File: config.mk
export PLATFORM = sky130hd
export DESIGN_NAME = lru_matrix_replacer_flat
export DESIGN_NICKNAME = d
export VERILOG_FILES = /design/src/rtl/lru_matrix_replacer_pkg.sv /design/src/rtl/lru_matrix_replacer_if.sv /design/src/rtl/lru_matrix_replacer_set.sv /design/src/rtl/lru_matrix_replacer.sv /design/src/flat_wrapper.sv
export SDC_FILE = /design/constraint.sdc
export NUM_CORES = 1
export LEC_CHECK = 0
export ABC_AREA = 0
export BUFFER_PORTS_ARGS = -buffer_cell sky130_fd_sc_hd__buf_2
export CAP_MARGIN = 10
export CORE_UTILIZATION = 50
export DETAILED_ROUTE_END_ITERATION = 16
export PLACE_DENSITY = 0.66
export SLEW_MARGIN = 20
export SYNTH_ARGS = -nofsm -noshare
export SYNTH_HDL_FRONTEND = slang
export SYNTH_HIERARCHICAL = 1
export SYNTH_SLANG_ARGS = --single-unit
File: constraint.sdc
create_clock -name clk -period 5 [get_ports clk]
set_input_delay 1 -clock clk [delete_from_list [all_inputs] [get_ports clk]]
set_output_delay 1 -clock clk [all_outputs]
set_load 0.02 [all_outputs]
File: src/rtl/lru_matrix_replacer_pkg.sv
// Shared default geometry, index/row types and the age-matrix touch rule for the LRU replacer.
package lru_pkg;

   localparam int DEF_WAYS = 4;
   localparam int DEF_SETS = 16;
   localparam int DEF_WAY_W = $clog2(DEF_WAYS);
   localparam int DEF_SET_W = (DEF_SETS > 1) ? $clog2(DEF_SETS) : 1;
   // Widest row touch_matrix can handle; callers widen/truncate to their own WAYS.
   localparam int MAX_WAYS = 64;

   typedef logic [DEF_WAY_W-1:0] way_idx_t;
   typedef logic [DEF_SET_W-1:0] set_idx_t;
   typedef logic [DEF_WAYS-1:0]  age_row_t;
   typedef logic [MAX_WAYS-1:0]  wide_row_t;

   // New value of row r after touching way w: the touched row becomes all ones bar its
   // diagonal, every other row loses column w.
   function automatic wide_row_t touch_matrix(input wide_row_t row, input int r, input int w);
      wide_row_t res;
      if (r == w) begin
         res = ~(wide_row_t'(1) << r);
      end else begin
         res = row & ~(wide_row_t'(1) << w);
      end
      return res;
   endfunction

endpackage

File: src/rtl/lru_matrix_replacer_if.sv
// Access/invalidate request and response bundle of lru_matrix_replacer; lock_mask exists only
// when LRU_LOCK_EN is defined.
interface lru_matrix_replacer_if #(
   parameter int WAYS = lru_pkg::DEF_WAYS,
   parameter int SETS = lru_pkg::DEF_SETS
);
   import lru_pkg::*;

   localparam int WAY_W = $clog2(WAYS);
   localparam int SET_W = (SETS > 1) ? $clog2(SETS) : 1;

   logic             acc_valid;
   logic [SET_W-1:0] acc_set;
   logic             acc_hit;
   logic [WAY_W-1:0] acc_way;
   logic             inv_valid;
   logic [SET_W-1:0] inv_set;
   logic [WAY_W-1:0] inv_way;
`ifdef LRU_LOCK_EN
   logic [WAYS-1:0]  lock_mask;
`endif
   logic             rsp_valid;
   logic [WAY_W-1:0] rsp_way;
   logic             rsp_hit;
   logic             rsp_alloc_fail;

   modport master (
      output acc_valid, acc_set, acc_hit, acc_way, inv_valid, inv_set, inv_way,
`ifdef LRU_LOCK_EN
      output lock_mask,
`endif
      input  rsp_valid, rsp_way, rsp_hit, rsp_alloc_fail
   );

   modport slave (
      input  acc_valid, acc_set, acc_hit, acc_way, inv_valid, inv_set, inv_way,
`ifdef LRU_LOCK_EN
      input  lock_mask,
`endif
      output rsp_valid, rsp_way, rsp_hit, rsp_alloc_fail
   );

endinterface

File: src/rtl/lru_matrix_replacer_set.sv
// One set: WAYS x WAYS age matrix, valid vector and combinational victim pick from pre-edge state.
// LRU_LOCK_EN adds lock_mask victim exclusion and an alloc_fail flag; no backpressure.
module lru_matrix_set #(
   parameter int WAYS = lru_pkg::DEF_WAYS
) (
   input  logic                    clk,
   input  logic                    reset_n,
   input  logic                    acc_en,
   input  logic                    acc_hit,
   input  logic [$clog2(WAYS)-1:0] acc_way,
   input  logic                    inv_en,
   input  logic [$clog2(WAYS)-1:0] inv_way,
`ifdef LRU_LOCK_EN
   input  logic [WAYS-1:0]         lock_mask,
   output logic                    alloc_fail,
`endif
   output logic [$clog2(WAYS)-1:0] rsp_way
);
   import lru_pkg::*;

   localparam int WAY_W = $clog2(WAYS);

   logic [WAYS-1:0]  age [WAYS];
   logic [WAYS-1:0]  valid;
   logic [WAYS-1:0]  cand;
   logic [WAYS-1:0]  free;
   logic [WAY_W-1:0] victim;
   logic [WAY_W-1:0] target;
   logic             no_victim;
   logic             touch;
`ifdef LRU_LOCK_EN
   int               best_cnt;
`endif

   always_comb begin
      victim    = '0;
      no_victim = 1'b0;
`ifdef LRU_LOCK_EN
      cand      = ~lock_mask;
      best_cnt  = WAYS + 1;
`else
      cand      = '1;
`endif
      free = ~valid & cand;
      if (|free) begin
         for (int i = WAYS - 1; i >= 0; i--) begin
            if (free[i]) victim = WAY_W'(i);
         end
      end else begin
`ifdef LRU_LOCK_EN
         // Fewer row bits means older; strict compare keeps the lowest index on ties.
         for (int i = 0; i < WAYS; i++) begin
            if (cand[i] && ($countones(age[i]) < best_cnt)) begin
               best_cnt = $countones(age[i]);
               victim   = WAY_W'(i);
            end
         end
         no_victim = ~|cand;
`else
         for (int i = WAYS - 1; i >= 0; i--) begin
            if (age[i] == '0) victim = WAY_W'(i);
         end
`endif
      end
      target  = acc_hit ? acc_way : victim;
      touch   = acc_en && (acc_hit || !no_victim);
      rsp_way = target;
   end

`ifdef LRU_LOCK_EN
   assign alloc_fail = no_victim && !acc_hit;
`endif

   always_ff @(posedge clk or negedge reset_n) begin
      if (!reset_n) begin
         for (int r = 0; r < WAYS; r++) begin
            age[r] <= '0;
         end
         valid <= '0;
      end else begin
         if (touch) begin
            for (int r = 0; r < WAYS; r++) begin
               age[r] <= WAYS'(touch_matrix(wide_row_t'(age[r]), r, int'(target)));
            end
         end
         if (inv_en) valid[inv_way] <= 1'b0;
         // Placed after the invalidate so a same-way access keeps the way valid.
         if (touch) valid[target] <= 1'b1;
      end
   end

endmodule

File: src/rtl/lru_matrix_replacer.sv
// Multi-set true-LRU replacer: response registered one cycle after each access, 1 access/cycle,
// no backpressure. LRU_LOCK_EN adds lock_mask and a live rsp_alloc_fail.
module lru_matrix_replacer #(
   parameter int WAYS = lru_pkg::DEF_WAYS,
   parameter int SETS = lru_pkg::DEF_SETS
) (
   input  logic                  clk,
   input  logic                  reset_n,
   lru_matrix_replacer_if.slave  bus
);
   import lru_pkg::*;

   localparam int WAY_W = $clog2(WAYS);
   localparam int SET_W = (SETS > 1) ? $clog2(SETS) : 1;

   logic [SETS-1:0]  acc_en;
   logic [SETS-1:0]  inv_en;
   logic [WAY_W-1:0] set_way [SETS];
   logic [WAY_W-1:0] next_way;
`ifdef LRU_LOCK_EN
   logic [SETS-1:0]  set_fail;
   logic             next_fail;
`endif

   for (genvar s = 0; s < SETS; s++) begin : g_set
      assign acc_en[s] = bus.acc_valid && (bus.acc_set == SET_W'(s));
      assign inv_en[s] = bus.inv_valid && (bus.inv_set == SET_W'(s));

      lru_matrix_set #(.WAYS(WAYS)) u_set (
         .clk        (clk),
         .reset_n    (reset_n),
         .acc_en     (acc_en[s]),
         .acc_hit    (bus.acc_hit),
         .acc_way    (bus.acc_way),
         .inv_en     (inv_en[s]),
         .inv_way    (bus.inv_way),
`ifdef LRU_LOCK_EN
         .lock_mask  (bus.lock_mask),
         .alloc_fail (set_fail[s]),
`endif
         .rsp_way    (set_way[s])
      );
   end

   // At most one set is enabled, so the mux collapses to 0 when there is no access.
   always_comb begin
      next_way  = '0;
`ifdef LRU_LOCK_EN
      next_fail = 1'b0;
`endif
      for (int s = 0; s < SETS; s++) begin
         if (acc_en[s]) begin
            next_way  = set_way[s];
`ifdef LRU_LOCK_EN
            next_fail = set_fail[s];
`endif
         end
      end
   end

   always_ff @(posedge clk or negedge reset_n) begin
      if (!reset_n) begin
         bus.rsp_valid <= 1'b0;
         bus.rsp_way   <= '0;
         bus.rsp_hit   <= 1'b0;
      end else begin
         bus.rsp_valid <= bus.acc_valid;
         bus.rsp_way   <= next_way;
         bus.rsp_hit   <= bus.acc_valid && bus.acc_hit;
      end
   end

`ifdef LRU_LOCK_EN
   always_ff @(posedge clk or negedge reset_n) begin
      if (!reset_n) begin
         bus.rsp_alloc_fail <= 1'b0;
      end else begin
         bus.rsp_alloc_fail <= bus.acc_valid && !bus.acc_hit && next_fail;
      end
   end
`else
   assign bus.rsp_alloc_fail = 1'b0;
`endif

endmodule
File: src/flat_wrapper.sv
// flat-port wrapper written by rule: the top's interface ports become plain ports
module lru_matrix_replacer_flat import lru_pkg::*;
#(
   parameter int WAYS = lru_pkg::DEF_WAYS,
   parameter int SETS = lru_pkg::DEF_SETS
)
  (clk, reset_n, bus_acc_valid, bus_acc_set, bus_acc_hit, bus_acc_way, bus_inv_valid, bus_inv_set, bus_inv_way, bus_rsp_valid, bus_rsp_way, bus_rsp_hit, bus_rsp_alloc_fail);
  lru_matrix_replacer_if #(.WAYS(WAYS), .SETS(SETS)) bus_i ();
  input  logic clk;
  input  logic reset_n;
  input wire logic [$bits(bus_i.acc_valid)-1:0] bus_acc_valid;
  input wire logic [$bits(bus_i.acc_set)-1:0] bus_acc_set;
  input wire logic [$bits(bus_i.acc_hit)-1:0] bus_acc_hit;
  input wire logic [$bits(bus_i.acc_way)-1:0] bus_acc_way;
  input wire logic [$bits(bus_i.inv_valid)-1:0] bus_inv_valid;
  input wire logic [$bits(bus_i.inv_set)-1:0] bus_inv_set;
  input wire logic [$bits(bus_i.inv_way)-1:0] bus_inv_way;
  output wire logic [$bits(bus_i.rsp_valid)-1:0] bus_rsp_valid;
  output wire logic [$bits(bus_i.rsp_way)-1:0] bus_rsp_way;
  output wire logic [$bits(bus_i.rsp_hit)-1:0] bus_rsp_hit;
  output wire logic [$bits(bus_i.rsp_alloc_fail)-1:0] bus_rsp_alloc_fail;
  assign bus_i.acc_valid = bus_acc_valid;
  assign bus_i.acc_set = bus_acc_set;
  assign bus_i.acc_hit = bus_acc_hit;
  assign bus_i.acc_way = bus_acc_way;
  assign bus_i.inv_valid = bus_inv_valid;
  assign bus_i.inv_set = bus_inv_set;
  assign bus_i.inv_way = bus_inv_way;
  assign bus_rsp_valid = bus_i.rsp_valid;
  assign bus_rsp_way = bus_i.rsp_way;
  assign bus_rsp_hit = bus_i.rsp_hit;
  assign bus_rsp_alloc_fail = bus_i.rsp_alloc_fail;
  lru_matrix_replacer #(.WAYS(WAYS), .SETS(SETS)) u_core (.clk(clk), .reset_n(reset_n), .bus(bus_i));
endmodule
==> results of run 1 <==
[power by group through the flow]
stage          combinational, W  clock [W]  sequential, W
2_1_floorplan           0.00144          0        0.00341
6_report                0.00175    0.00272        0.00346
4_1_cts                 0.00177    0.00280        0.00346
5_1_grt                 0.00192    0.00291        0.00352
3_3_place_gp            0.00172          0        0.00349
3_5_place_dp            0.00176          0        0.00350
[final cells by class]
cell class                      count  share of cell area [%]
Antenna cell                        2                  0.0272
Tap cell                          442                    3.00
Clock inverter                     14                    1.09
Timing Repair Buffer               30                    1.15
Sequential cell                   324                    44.0
Inverter                           52                    1.07
Clock buffer                       49                    5.54
Multi-Input combinational cell   1094                    44.1
[tightest hold or removal path, stage by stage, from the launching register on]
cell     delay [ns]
dfrtp_1        0.33
nand2_1        0.05
nand2_1        0.05
[cells in the final DEF (no fill, tap or decap), types with 21 or more instances in the layout]
master	synthesis	layout
and2_1	35	35
o21ai_0	117	117
a21oi_1	35	35
nand2_1	193	193
nor4_4	29	29
dfrtp_1	324	324
clkbuf_16	0	37
nand2_4	28	28
nand3_1	21	21
inv_1	51	51
nor2_1	89	89
o21a_1	48	48
nor2b_1	50	50
nand2b_1	67	67
[kinds of logic after synthesis]
family / after synthesis / synth area share [%]
AOI/OAI and AO/OA: 402 / 20.6
buffers and inverters: 93 / 3.34
and+or+nand+nor: 682 / 27.1
muxes: 9 / 0.730
DFF: 324 / 48.3
other: 1 / 0.0223
[path summary, 6_finish.rpt]
path	end	start	slack, ns
max	u_core/g_set[7].u_set/age[9]$_DFFE_PN0P_	bus_acc_set[0]	1.78
min	u_core/g_set[3].u_set/age[14]$_DFFE_PN0P_	u_core/g_set[3].u_set/age[14]$_DFFE_PN0P_	0.46
max reg2reg	u_core/bus.rsp_way[1]$_DFF_PN0_	flip-flop	2.18
min reg2reg	u_core/g_set[3].u_set/age[14]$_DFFE_PN0P_	u_core/g_set[3].u_set/age[14]$_DFFE_PN0P_	0.46
max in group asynchronous	u_core/g_set[12].u_set/age[12]$_DFFE_PN0P_	reset_n	3.45
min in group asynchronous	u_core/g_set[4].u_set/age[11]$_DFFE_PN0P_	reset_n	0.52
[per-stage QoR]
stage | setup WS (ns) | hold slack, ns | utilization, %
global placement | 1.29 | 0.450 | 52.5
CTS | 1.72 | 0.469 | 56.2
detailed placement | 1.23 | 0.455 | 52.5
floorplan | 1.79 | 0.437 | -
global route | 1.58 | 0.481 | 56.2
finish | 1.78 | 0.464 | 56.2
[metal layers]
metal | up-vias | track usage, % | share of wire, %
li1 | 5470 | - | -
met1 | 5731 | 30.8 | 47
met2 | 176 | 36.6 | 47
met3 | 60 | 2.81 | 3.2
met4 | 0 | 6.41 | 2.1
met5 | - | 0 | 0
==> results.ini, run 1 <==
[outcome]
outcome=finished, final reports clean

[power_and_ir_drop]
internal_power_w=0.00553
pwr-share-seq_pct=43.6
p_comb_share_pct=22.1
ir_drop_mv=0.278
power_density_nw_per_um2=431
finalPower_w=0.00794
power_switching_w=0.00240
leakagePower_nw=8.38
swShare_pct=30.3
p_clk_share_pct=34.3

[floorplan]
dieArea_um2=34300
top_level_ports=22
row_count=66
start_util_pct=51.2
die_h_um=185
die_w_um=185
coreArea_um2=32800

[yosys]
synth-seq-area-share_pct=48.3
synth_area_leaders=dfrtp_1 (48%), nand2_1 (4.3%), nor4_4 (3.7%)
synth_warnings=6
synthesis.nets=1528
synth_cell_types=80
synth_cells=1511
synth.most_common_cell=dfrtp_1
synth_ff_type=dfrtp_1
synth_top_area_share_pct=48.3
synthArstFlopShare_pct=100
ys_ff_latch=324
avgSynthCellArea_um2=11.1
yosys-top-cells-count=dfrtp_1 (324), nand2_1 (193), o21ai_0 (117), nor2_1 (89), nand2b_1 (67)
synth_area_um2=16800
yosysTopAreaCell=dfrtp_1
synth_edf_count=0

[setup_path]
worst-path-buf-inv=1
critPathLaunchType=primary input
crit_path_cell_trace=buf_2 -> nand2_1 -> nor3_1 -> nand3_1 -> o32ai_2 -> nand2b_2 -> and2_1
crit_type=primary input to flip-flop
endpoint_kind=flip-flop
crit_family=simple AND/OR/NAND/NOR gates
cp.required_ns=5.40
slowest_delay_ns=0.90
slowest_stage=nor3_1
critPathMaxFanout=22
crit_arrival_ns=3.62
worstSetupPathDepth=7
rr_worst_depth=7

[timing]
grt_setup_unrepaired=false
slew_viol_final=0
finalSetupTns_ns=0
relSlewSlack_pct=27.1
clock_skew_ns=0.0175
fin_crit_sh_pct=64.4
max_freq_mhz=311
hold_viol=0
finalSetupViolCount=0
tightestPinTransition_ns=1.09
min_period_ns=3.22

[clocking]
cts_resized=0
postCtsSetupBuffers=0
cts_tree=built
cts_buffers=37
hold_buffers=0
h-tree-depth=2
clk_pin_slew_worst_paths_ns=0.06
insertion_delay_ns=0.51
cts_sinks=324
clockRootBuffer=clkbuf_16
clockBufferDepth=3

[placed_design]
place_hpwl_um=25200
dpl-instance-area_um2=17200
port_buffers=20
dpl.cell_count=1942
place.gp.congestion=0.855

[route]
vias=11400
drt_iter0_drc=569
routedWlPerCell_um=18.2
remaining_drc_errors=0
wirelength_um=36600
final_antenna_net_count=0
first_pass_iters=5
vias_per_cell=5.70

[finish]
multi_input_area_um2=8130
seqCellArea_um2=8110
fin_nets=1556
fillers=2812
final_area_um2=18400
layout-drive-gt1-share_pct=22.2
layoutNonFillerInstCount=2007
syn2layout_area_growth_pct=9.69

[worst_hold_path]
hold_depth=2
worstHoldPathType=flip-flop to flip-flop

[global_route]
grt_pass1_wl_um=61000
grt_start_max_net_pins=113
antenna_found_initial=2
overflow=0
grt_pass1_vias=11600
grtUsageTotal_pct=22.3

[job]
drv_cap=0

(Power assumes the default switching activity.)
==> run 2, diff against run 1 <==
ABC_AREA = 1   (was 0)
clock period = 3.2 ns   (was 5 ns; I/O delays follow)
==> run 2 against run 1 <==
Effect of this change: via count up 7.5%; global-route usage decreased by 0.50 points; final area grew 1.1%; synthesized area fell by 1.5%; combinational power up 43%; wire length down 6.4%; clock skew increased by 0.00090 ns; hold slack worse by 0.40 ns; sequential power increased by 61%; critical path type unchanged.
==> results.ini, run 2 <==
[yosys]
yosys-top-cells-count=nand2_1 (550), dfrtp_1 (324), inv_1 (275), nor2_1 (253), o21ai_0 (94)
synth_area_um2=16500
synthArstFlopShare_pct=100
synth_edf_count=0
synth-seq-area-share_pct=49.0
synth_top_area_share_pct=49.0
synth_warnings=6
synth_cells=1995
synthMuxAreaShare_pct=0
avgSynthCellArea_um2=8.29
synth_top_family_by_area=simple AND/OR/NAND/NOR gates
synth_area_leaders=dfrtp_1 (49%), nand2_1 (12%), inv_1 (6.2%)
synth_compound_area_share_pct=8.49
synth_ff_type=dfrtp_1
synthesis.nets=2012
synth_cell_types=31
synth.most_common_cell=nand2_1
synthAdderAreaFrac_pct=0
synth-xor-area-share_pct=0
yosysTopAreaCell=dfrtp_1
ys_ff_latch=324
synth-simple-area-share_pct=34.3

[power_and_ir_drop]
power_switching_w=0.00376
pwr-share-seq_pct=44.9
swShare_pct=30.4
internal_power_w=0.00861
ir_drop_mv=0.474
leakagePower_nw=9.86
p_clk_share_pct=34.8
power_density_nw_per_um2=663
p_comb_share_pct=20.2

[timing]
finalSetupTns_ns=0
postLayoutSetupSlackWorst_ns=1.14
min_period_ns=2.06
slew_viol_final=0
tightestPinTransition_ns=0.740
fin_crit_sh_pct=64.3
hold_viol=0
relSlewSlack_pct=50.5
max_freq_mhz=486
finalSetupViolCount=0
clock_skew_ns=0.0184
grt_setup_unrepaired=false

[placed_design]
pre_cts_ws_ns=0.646
place.gp.congestion=0.823
place_hpwl_um=24900
port_buffers=20

[setup_path]
critPathMaxFanout=23
critPathLaunchType=primary input
crit_arrival_ns=2.43
slowest_stage=buf_2
endpoint_kind=flip-flop
slowest_delay_ns=0.34
crit_path_cell_trace=buf_2 -> buf_4 -> buf_4 -> inv_1 -> nor2_1 -> a21oi_2 -> nand2_1 -> nand4_2 -> nor3_2 -> nand4_1
crit_type=primary input to flip-flop
crit_top_cell=buf_4
cp.required_ns=3.57

[global_route]
antenna_found_initial=2
grt_pass1_vias=12200
grt_start_max_net_pins=86
overflow=0
grt_pass1_wl_um=59500
grtUsageTotal_pct=21.8

[route]
wirelength_um=34200
remaining_drc_errors=0
final_antenna_net_count=0
routedWlPerCell_um=13.5
vias=12300
first_pass_iters=5
vias_per_cell=4.84
drt_iter0_drc=634

[finish]
layout_commonest_cell=nand2_1
layout-drive-gt1-share_pct=22.1
fin_util_pct=57.3
final_cell_mix=nand2_1 (550), dfrtp_1 (324), inv_1 (275), nor2_1 (253), o21ai_0 (94)
syn2layout_area_growth_pct=12.6
fin_nets=2086

[clocking]
clockRootBuffer=clkbuf_16
cts_buffers=37
cts_resized=0
postCtsSetupBuffers=0
insertion_delay_ns=0.52
clockBufferDepth=3
cts_sinks=324
h-tree-depth=2
clk_pin_slew_worst_paths_ns=0.06
cts_tree=built
hold_buffers=0

[floorplan]
die_h_um=184
dieArea_um2=33800
coreArea_um2=32500
die_w_um=184
top_level_ports=22
start_util_pct=50.9
row_count=66

[worst_hold_path]
worstHoldPathType=primary input to asynchronous set/reset pin

[job]
drv_cap=0

[outcome]
outcome=finished, final reports clean

[run 2: cell types whose count changed in the layout (fill, tap and decap cells not counted), sizes merged, moves of 63 or more]
| cell | previous run | this run |
|---|---|---|
| nand2b | 81 | 0 |
| and2 | 63 | 0 |
| nor2 | 89 | 320 |
| inv | 52 | 356 |
| nand2 | 221 | 656 |
| nor2b | 65 | 0 |
[run 2: layer usage]
| layer | vias to the layer above | track usage [%] | share of wire, % |
|---|---|---|---|
| met5 | - | 0 | 0.023 |
| met4 | 2 | 5.73 | 1.9 |
| met3 | 47 | 3.57 | 3.8 |
| met2 | 168 | 35.4 | 47 |
| met1 | 5824 | 30.2 | 47 |
| li1 | 6251 | - | - |
[run 2: path summary, 6_finish.rpt]
| path | start | to | slack [ns] | depth (start not counted) |
|---|---|---|---|---|
| max | bus_acc_hit | u_core/bus.rsp_way[0]$_DFF_PN0_ | 1.14 | 10 |
| min | reset_n | asynchronous set/reset pin | 0.06 | 1 |
| max reg2reg | u_core/g_set[0].u_set/valid[2]$_DFF_PN0_ | u_core/bus.rsp_way[0]$_DFF_PN0_ | 1.19 | 12 |
| min reg2reg | u_core/g_set[5].u_set/age[6]$_DFFE_PN0P_ | u_core/g_set[5].u_set/age[6]$_DFFE_PN0P_ | 0.46 | 2 |
| max in group asynchronous | reset_n | asynchronous set/reset pin | 2.31 | 2 |
| min in group clk | bus_acc_valid | u_core/bus.rsp_valid$_DFF_PN0_ | 0.36 | 1 |
[run 2: worst max-delay path: cells and delay by family]
family	cells	cell delay [ns]
AO/OA/AOI/OAI	1	0.07
buffers and inverters	4	1.00
AND/OR/NAND/NOR	5	0.70
[run 2: logic make-up after synthesis]
kind of cell           count (synthesis)
buffers and inverters                358
AO/OA/AOI/OAI                        225
other                                  1
flip-flops                           324
AND/OR/NAND/NOR                     1087
[run 2: power groups by stage]
stage	clock, W	combinational [W]	sequential (W)
3_3_place_gp	0	0.00244	0.00559
5_1_grt	0.00460	0.00289	0.00567
2_1_floorplan	0	0.00198	0.00549
4_1_cts	0.00442	0.00253	0.00556
6_report	0.00431	0.00250	0.00556
3_5_place_dp	0	0.00252	0.00561
[run 2: layout make-up]
| cell class | count | area [µm²] |
|---|---|---|
| Multi-Input combinational cell | 1313 | 7090 |
| Inverter | 356 | 1340 |
| Tap cell | 442 | 553 |
| Fill cell | 3010 | 13900 |
| Clock inverter | 15 | 185 |
| Timing Repair Buffer | 37 | 300 |
| Antenna cell | 1 | 2.50 |
| Clock buffer | 50 | 1070 |
| Sequential cell | 324 | 8110 |
[run 2: through the flow]
stage	instance area, µm²	hold WS [ns]	total power [W]	cells
after floorplan	16500	0.344	0.00746	1995
after global placement	17400	0.451	0.00804	2472
final	18600	0.0608	0.0124	2538
after CTS	18600	0.0638	0.0125	2537
after detailed placement	17400	0.453	0.00813	2472
after global routing	18600	0.0822	0.0132	2537
